<file path="src/rtl/config_loader_pkg.sv">
`default_nettype none
// ============================================================================
// Module   : config_loader_pkg
// Purpose  : Shared constants and FSM state encoding for the byte-serial
//            configuration loader of the LFSR pixel generator.
// Revision : 1.0 - initial release
// ============================================================================
package config_loader_pkg;

  // Width of the seed and stop words handed to the LFSR.
  localparam int MAX_PIXEL_BITS = 24;

  // Bytes needed to carry one word over the 8-bit input port.
  localparam int NBYTES = (MAX_PIXEL_BITS + 7) / 8;

  // Loader FSM state; exported so the top level can probe it.
  typedef logic [3:0] cfg_state_t;

  localparam cfg_state_t ST_IDLE       = 4'd0;
  localparam cfg_state_t ST_RX_SEED    = 4'd1;
  localparam cfg_state_t ST_ISSUE_SEED = 4'd2;
  localparam cfg_state_t ST_WAIT_SEED  = 4'd3;
  localparam cfg_state_t ST_RX_STOP    = 4'd4;
  localparam cfg_state_t ST_ISSUE_STOP = 4'd5;
  localparam cfg_state_t ST_WAIT_STOP  = 4'd6;
  localparam cfg_state_t ST_DONE       = 4'd7;
  localparam cfg_state_t ST_ERR        = 4'd8;

endpackage : config_loader_pkg
`default_nettype wire

</file>
<file path="src/rtl/config_loader_byte_assembler.sv">
`default_nettype none
// ============================================================================
// Module   : byte_assembler
// Purpose  : Collects bytes (least significant first) into one word. Holds a
//            byte counter, a synchronous clear and a word-complete flag that
//            fires on the transfer carrying the final byte.
// Revision : 1.0 - initial release
// ============================================================================
module byte_assembler
  import config_loader_pkg::*;
#(
  parameter int WORD_BITS = MAX_PIXEL_BITS,
  parameter int NUM_BYTES = (WORD_BITS + 7) / 8
) (
  input  logic                 clk_i,
  input  logic                 nreset_i,
  input  logic                 clear_i,
  input  logic                 shift_i,
  input  logic [7:0]           byte_i,
  output logic [WORD_BITS-1:0] word_o,
  output logic                 complete_o
);

  localparam int c_cnt_w = $clog2(NUM_BYTES + 1);
  localparam logic [c_cnt_w-1:0] c_last_idx = c_cnt_w'(NUM_BYTES - 1);

  logic [c_cnt_w-1:0]     r_count;
  logic [NUM_BYTES*8-1:0] r_word;
  logic [NUM_BYTES*8-1:0] w_word_next;

  assign complete_o = shift_i && (r_count == c_last_idx);

  // Upper bits of the last byte beyond WORD_BITS are simply not exported.
  assign word_o = r_word[WORD_BITS-1:0];

  // Drop the incoming byte into the lane selected by the byte counter.
  always_comb begin
    w_word_next = r_word;
    for (int k = 0; k < NUM_BYTES; k++) begin
      if (r_count == c_cnt_w'(k)) begin
        w_word_next[k*8 +: 8] = byte_i;
      end
    end
  end

  // Byte counter; wraps to zero once the word is complete.
  always_ff @(posedge clk_i or negedge nreset_i) begin
    if (!nreset_i) begin
      r_count <= '0;
    end else if (clear_i) begin
      r_count <= '0;
    end else if (shift_i) begin
      r_count <= complete_o ? '0 : r_count + 1'b1;
    end
  end

  // Word register; a clear wipes any partially assembled word.
  always_ff @(posedge clk_i or negedge nreset_i) begin
    if (!nreset_i) begin
      r_word <= '0;
    end else if (clear_i) begin
      r_word <= '0;
    end else if (shift_i) begin
      r_word <= w_word_next;
    end
  end

endmodule : byte_assembler
`default_nettype wire

</file>
<file path="src/rtl/config_loader.sv">
`default_nettype none
// ============================================================================
// Module   : config_loader
// Purpose  : Byte-serial front-end that loads the LFSR seed word and then the
//            stop word, strobing each to the LFSR and waiting for its
//            registered acknowledge, with an acknowledge timeout.
// Revision : 1.0 - initial release
// ============================================================================
module config_loader
  import config_loader_pkg::*;
#(
  // Must be at least 2: the error state appears ACK_TIMEOUT cycles after the
  // strobe, so at least one WAIT cycle is always granted.
  parameter int ACK_TIMEOUT = 4
) (
  input  logic                      clk_i,
  input  logic                      nreset_i,
  input  logic                      start_i,
  input  logic [7:0]                byte_i,
  input  logic                      byte_valid_i,
  output logic                      byte_ready_o,
  output logic                      config_o,
  output logic                      config_rdy_o,
  output logic [MAX_PIXEL_BITS-1:0] config_data_o,
  input  logic                      config_done_i,
  output logic                      busy_o,
  output logic                      done_o,
  output logic                      error_o
);

  localparam int c_tmo_w = $clog2(ACK_TIMEOUT + 1);
  // r_tmo is 0 in the first WAIT cycle (one cycle after the strobe), so the
  // last WAIT cycle allowed is the one where r_tmo == ACK_TIMEOUT-2.
  localparam logic [c_tmo_w-1:0] c_tmo_last = c_tmo_w'(ACK_TIMEOUT - 2);

  cfg_state_t         r_state;
  cfg_state_t         w_state_next;
  logic [c_tmo_w-1:0] r_tmo;

  logic w_in_rx;
  logic w_in_wait;
  logic w_idle_like;
  logic w_start_ok;
  logic w_shift;
  logic w_clear;
  logic w_word_done;
  logic w_tmo_expire;

  assign w_in_rx      = (r_state == ST_RX_SEED)   || (r_state == ST_RX_STOP);
  assign w_in_wait    = (r_state == ST_WAIT_SEED) || (r_state == ST_WAIT_STOP);
  assign w_idle_like  = (r_state == ST_IDLE) || (r_state == ST_DONE) || (r_state == ST_ERR);
  assign w_start_ok   = start_i && w_idle_like;
  assign w_shift      = byte_valid_i && w_in_rx;
  assign w_tmo_expire = w_in_wait && !config_done_i && (r_tmo == c_tmo_last);

  // The assembler is shared: wiped in IDLE, on any accepted start, and once
  // the seed word has been acknowledged.
  assign w_clear = (r_state == ST_IDLE) || w_start_ok
                || ((r_state == ST_WAIT_SEED) && config_done_i);

  byte_assembler #(
    .WORD_BITS (MAX_PIXEL_BITS),
    .NUM_BYTES (NBYTES)
  ) u_byte_assembler (
    .clk_i      (clk_i),
    .nreset_i   (nreset_i),
    .clear_i    (w_clear),
    .shift_i    (w_shift),
    .byte_i     (byte_i),
    .word_o     (config_data_o),
    .complete_o (w_word_done)
  );

  // Next-state decode for the load sequence.
  always_comb begin
    w_state_next = r_state;
    case (r_state)
      ST_IDLE, ST_DONE, ST_ERR: if (start_i) w_state_next = ST_RX_SEED;
      ST_RX_SEED:    if (w_word_done) w_state_next = ST_ISSUE_SEED;
      ST_ISSUE_SEED: w_state_next = ST_WAIT_SEED;
      ST_WAIT_SEED: begin
        if (config_done_i)     w_state_next = ST_RX_STOP;
        else if (w_tmo_expire) w_state_next = ST_ERR;
      end
      ST_RX_STOP:    if (w_word_done) w_state_next = ST_ISSUE_STOP;
      ST_ISSUE_STOP: w_state_next = ST_WAIT_STOP;
      ST_WAIT_STOP: begin
        if (config_done_i)     w_state_next = ST_DONE;
        else if (w_tmo_expire) w_state_next = ST_ERR;
      end
      default:       w_state_next = ST_IDLE;
    endcase
  end

  // State register.
  always_ff @(posedge clk_i or negedge nreset_i) begin
    if (!nreset_i) r_state <= ST_IDLE;
    else           r_state <= w_state_next;
  end

  // Acknowledge timeout counter: zero outside WAIT, counts unacknowledged cycles.
  always_ff @(posedge clk_i or negedge nreset_i) begin
    if (!nreset_i)          r_tmo <= '0;
    else if (!w_in_wait)    r_tmo <= '0;
    else if (!config_done_i) r_tmo <= r_tmo + 1'b1;
  end

  // All outputs are pure state decodes, so no input reaches an output
  // combinationally.
  assign byte_ready_o = w_in_rx;
  assign config_rdy_o = (r_state == ST_ISSUE_SEED) || (r_state == ST_ISSUE_STOP);
  assign config_o     = (r_state == ST_RX_STOP) || (r_state == ST_ISSUE_STOP)
                     || (r_state == ST_WAIT_STOP) || (r_state == ST_DONE);
  assign busy_o       = !w_idle_like;
  assign done_o       = (r_state == ST_DONE);
  assign error_o      = (r_state == ST_ERR);

endmodule : config_loader
`default_nettype wire

</file>
<file path="config.mk">
export PLATFORM = sky130hd
export DESIGN_NAME = config_loader
export DESIGN_NICKNAME = d
export VERILOG_FILES = /design/src/rtl/config_loader_pkg.sv /design/src/rtl/config_loader_byte_assembler.sv /design/src/rtl/config_loader.sv
export SDC_FILE = /design/constraint.sdc
export NUM_CORES = 1
export LEC_CHECK = 0
export ABC_AREA = 1
export CAP_MARGIN = 20
export CORE_MARGIN = 2
export CORE_UTILIZATION = 44
export CTS_CLUSTER_SIZE = 28
export DETAILED_ROUTE_END_ITERATION = 10
export GPL_TIMING_DRIVEN = 0
export PLACE_DENSITY = 0.77
export SYNTH_ARGS = -nofsm -noshare
export SYNTH_HDL_FRONTEND = slang
export SYNTH_SLANG_ARGS = --single-unit
export TNS_END_PERCENT = 5
</file>
<file path="constraint.sdc">
create_clock -name clk_i -period 1.3 [get_ports clk_i]
set_input_delay 0.39 -clock clk_i [delete_from_list [all_inputs] [get_ports clk_i]]
set_output_delay 0.39 -clock clk_i [all_outputs]
set_load 0.1 [all_outputs]
</file>
After elaboration in Yosys (flattened, before gate mapping)
Cells that the tools add are included.
- register bits after elaboration: 33
- output and inout bits: 30
- input port bits: 13
- logic and storage cells: 69
- add/sub/neg operators: 2
- equality and inequality tests: 15
- reductions and logical operators: 29
- multiplexer cells: 17
- operators with widths (cell ; count):
    two-way mux 24 bit ; 2
    case mux 4 bit (7 select lines) ; 1
    two-way mux 4 bit ; 6
    two-way mux 8 bit ; 3
    == test 4 x 3 -> 1 bit (second input constant) ; 4
    logical OR 1 bit ; 10
    == test 4 x 2 -> 1 bit (second input constant) ; 2
    nonzero test 2 bit ; 4
    logical AND 1 bit ; 6
    two-way mux 2 bit ; 3
    two-way mux 3 bit ; 2
    AND reduction 2 bit ; 3
    == test 4 x 1 -> 1 bit (second input constant) ; 1
    == test 4 bit (second input constant) ; 1
    logical NOT 4 bit ; 1
    != test 2 x 1 -> 1 bit (second input constant) ; 2
    != test 2 bit (second input constant) ; 2
    adder 3 x 1 -> 3 bit (second input constant) ; 1
    == test 3 x 2 -> 1 bit (second input constant) ; 1
    AND reduction 3 bit ; 1
    OR reduction 3 bit ; 1
    adder 2 x 1 -> 2 bit (second input constant) ; 1
    == test 2 x 1 -> 1 bit (second input constant) ; 1
    == test 2 bit (second input constant) ; 1
    other kinds (2) ; 3

Longest topological paths before layout
- depth after elaboration: 8
- gate-level depth with buffers: 10
- gate-level depth less buffers: 9

By module
Synthesis repeated with hierarchy kept, for this count alone.
- cell total of the unflattened synthesis: 215
- area, all modules: 1727.9 µm²
- by module, submodules not included (module ; seq. area each (µm²) ; instances ; cells an instance ; area an instance (µm²)):
    byte_assembler ; 650.6 ; 1 ; 134 ; 1182.4
    config_loader ; 175.2 ; 1 ; 81 ; 545.5

Least setup slack after synthesis
No wires, ideal clock.
- kind: flip-flop to output port
- from: register r_state[1]
- to: output port error_o
- path slack: -1.022 ns
- path buffers: 0
- stages on the path, launching flop included: 4
- data required time: 0.910 ns
- arrival time: 1.932 ns
- cells stage by stage: dfrtp_1 -> nor2_2 -> nand2_2 -> nor2_1
- word-level cells in the longest chain between the ends: 1
- ends and longest elaborated chain (element ; RTL line ; RTL):
    from (decl) ; config_loader.sv:36 ; cfg_state_t r_state;
    from (signal assigned) ; config_loader.sv:98 ; else r_state <= w_state_next;
    == test 4 bit ; config_loader.sv:116 ; assign error_o = (r_state == ST_ERR);
    to (decl) ; config_loader.sv:28 ; output logic error_o
Every way passes these cells.

Worst setup path in the final report
- from: register r_state[2]
- to: output port config_rdy_o
- word-level cells in the longest chain between the ends: 2
- elaborated cells on any way between the ends: 3
- those cells by class: eq/ne (2); reduce/logical (1)
- ends and longest elaborated chain (element ; RTL line ; RTL):
    == test 4 x 2 -> 1 bit or == test 4 x 3 -> 1 bit (tied branches) ; config_loader.sv:111 ; assign config_rdy_o = (r_state == ST_ISSUE_SEED) || (r_state == ST_ISSUE_STOP);
    logical OR 1 bit * ; config_loader.sv:111 ;
    to (decl) ; config_loader.sv:23 ; output logic config_rdy_o,
Mark *: on every way between the ends. The rest lies on a longest branch, timed or not.

==> metrics.cfg <==
[outcome]
outcome = finished, violations left
violations = setup timing

[worst_setup_path]
cp.arrival_ns = 1.39
reg2reg_from = r_state[3]
endpoint = config_rdy_o
r2r_end = u_byte_assembler.word_o[17]
worst_r2r_path_depth = 10
critPathSlowestCell = dfrtp_2
crit_chain = nor2_4 -> and3_4 -> nor2_2 -> inv_2 -> buf_12
crit_path_max_fanout = 4
crit_path_max_incr_delay_ns = 0.44
worstSetupStartpointType = flip-flop
critical_path_class = reg2out
cp.required_ns = 0.91
r2r_slack_ns = -0.25
crit_start = r_state[2]
cp-end-kind = output pin

[floorplan]
num_rows = 23
die-area_sq_um = 4540
die_width_microns = 67.4
start_util_pct = 44.8
die_h_microns = 67.4
core-area_sq_um = 3940
pin_count = 43

[power]
power.density_nw_per_um2 = 2830
leakagePower_nw = 1.40
peakVddDrop_uv = 1400

[hold_path]
hp-class = in2async

[logic_synthesis]
synth_nets = 226
synth_top_cell_by_area = dfrtp_1
syn_area_per_cell_sq_um = 8.38
synth_edf_count = 0
synth_area_leaders = dfrtp_1, nand2_1, inv_1
synth_seq_area_share_pct = 46.7
ys_seq_elements = 33
synth_top_area_share_pct = 46.7
async_reset_ff_share_pct = 100
synth_cell_type_count = 23
ys_top_cells_by_count = nand2_1, dfrtp_1, inv_1
synth.most_common_cell = nand2_1
yosysWarnings = 0
netlist_instances = 211
synth_area_sq_um = 1770
postSynth.topFlopCell = dfrtp_1

[global_route]
grt_first_pass_wirelength_microns = 6960
grt_max_degree = 34
grt_usage_pct = 21.0
grt_pass1_vias = 1566
antenna_found_initial = 0
grt_overflow = 0

[cts]
cts_tree = done
clk_latency_ns = 0.29
cts_buffer_depth = 2
cts_sinks = 33
cts_htree_levels = 2
cts-root-buf = clkbuf_8
clk_pin_slew_ns = 0.07
tritoncts.num_buffers = 5

[route]
via_per_inst = 4.91
wl_per_cell_microns = 13.1
drcViolationCount = 0
ant_nets = 0
dr.pass1.iters = 4
drt-initial-drc-count = 95
vias = 1552
routed_wl_microns = 4150

[placed_design]
dpl_cell_area_sq_um = 2260
gp_congestion = 0.823
portBuffers = 42
place_ws_ns = -1.18
dp_hpwl_microns = 2800

[sta]
fmax_mhz = 561
tightest_slew_ns = 0.741
slew_violations = 0
finalHoldViolCount = 0
finalClockSkew_ns = 0.00659
max-slew-margin-rel_pct = 50.6
finalSetupViolCount = 38
rsz0062_at_grt = true
fin_crit_sh_pct = 137
post-route-min-period_ns = 1.78
holdWs_ns = 0.154
fin_ws_ns = -0.483

[cells_and_area]
area_delta_synth_final_pct = 50.5
fin_nets = 280
drive_above_1_share_pct = 34.2
final_area_sq_um = 2660
diodes = 0
fillCellCount = 297

[run]
maxCapViolCount = 0

[metal layers]
layer	track usage, %	vias to the layer above	wire [microns]
met2	34.2	44	2160
li1	-	762	-
met1	26.8	736	1680
met5	0	-	0
met3	5.17	10	203
met4	8.42	0	101
[power by group]
| group | switching, W | leakage, nW | internal [W] |
|---|---|---|---|
| sequential | 0.000258 | 0.447 | 0.00128 |
| clock | 0.000369 | 0.0585 | 0.000625 |
| combinational | 0.00346 | 0.899 | 0.00154 |
[placed cells by master (no fill, tap or decap), drive strengths merged]
master          n
clkinvlp        1
bufinv          1
nand2          94
dfrtp          33
dlygate4sd2     1
buf            38
a21oi           1
clkdlybuf4s50  10
o211ai          1
nor3            2
ha              2
clkbuf          7
nand3          15
o21ai          11
and3            1
xnor2           1
inv            27
nor2           19
nand4           1
[state kept, by name, summed over array words and instances (netlist names)]
register / count
r_state: 4
u_byte_assembler.word_o: 24
r_tmo: 3
u_byte_assembler.r_count: 2
[cell type report]
cell class	count	area [sq um]	share of cell area, %
Multi-Input combinational cell	148	887	33.3
Sequential cell	33	831	31.2
Timing Repair Buffer	47	623	23.4
Inverter	28	109	4.09
Clock buffer	7	86.3	3.25
Tap cell	50	62.6	2.35
Buffer	2	31.3	1.18
Clock inverter	1	30.0	1.13
[worst min-delay path by stage]
stage	slack [ns]	cells past startpoint	endpoint
6_report	0.15	1	r_state[0]
5_1_grt	0.24	1	u_byte_assembler.word_o[10]
4_1_cts	0.19	1	u_byte_assembler.word_o[15]
3_5_place_dp	0.46	2	u_byte_assembler.word_o[0]
3_3_place_gp	0.45	2	u_byte_assembler.word_o[23]
2_1_floorplan	0.09	0	r_state[0]
[cells by family after synthesis]
logic type	count (synthesis)	share of synthesized area (%)
fa+ha+maj	2	1.42
simple gates	132	39.6
xor+xnor	1	0.495
buf+inv	30	7.71
flops	33	46.7
compound gates	13	4.03
[critical path: cells and delay by family (launching register included)]
| kind | cells | cell delay, ns |
|---|---|---|
| flip-flops | 1 | 0.44 |
| AND/OR/NAND/NOR | 3 | 0.43 |
| buffers and inverters | 2 | 0.25 |
[through the flow]
step / setup TNS [ns] / total power, W / cells / utilization [%]
2_1_floorplan: -24.36 / 0.00486 / 211 / -
3_3_place_gp: -58.88 / 0.00574 / 303 / 57.5
3_5_place_dp: -32.06 / 0.00577 / 303 / 57.3
4_1_cts: -8.38 / 0.00737 / 316 / 65.3
5_1_grt: -11.72 / 0.00790 / 316 / 67.5
6_report: -8.30 / 0.00752 / 316 / 67.5
[timing repair]
action / in CTS / in global routing
setup endpoints to repair: 60 / 53
buffers inserted: 5 / 0
pin swaps: 12 / 0
gates resized for setup: 248 / 22
hold buffers: 0 / 0
Note: power is estimated with default switching activity, not from simulation.
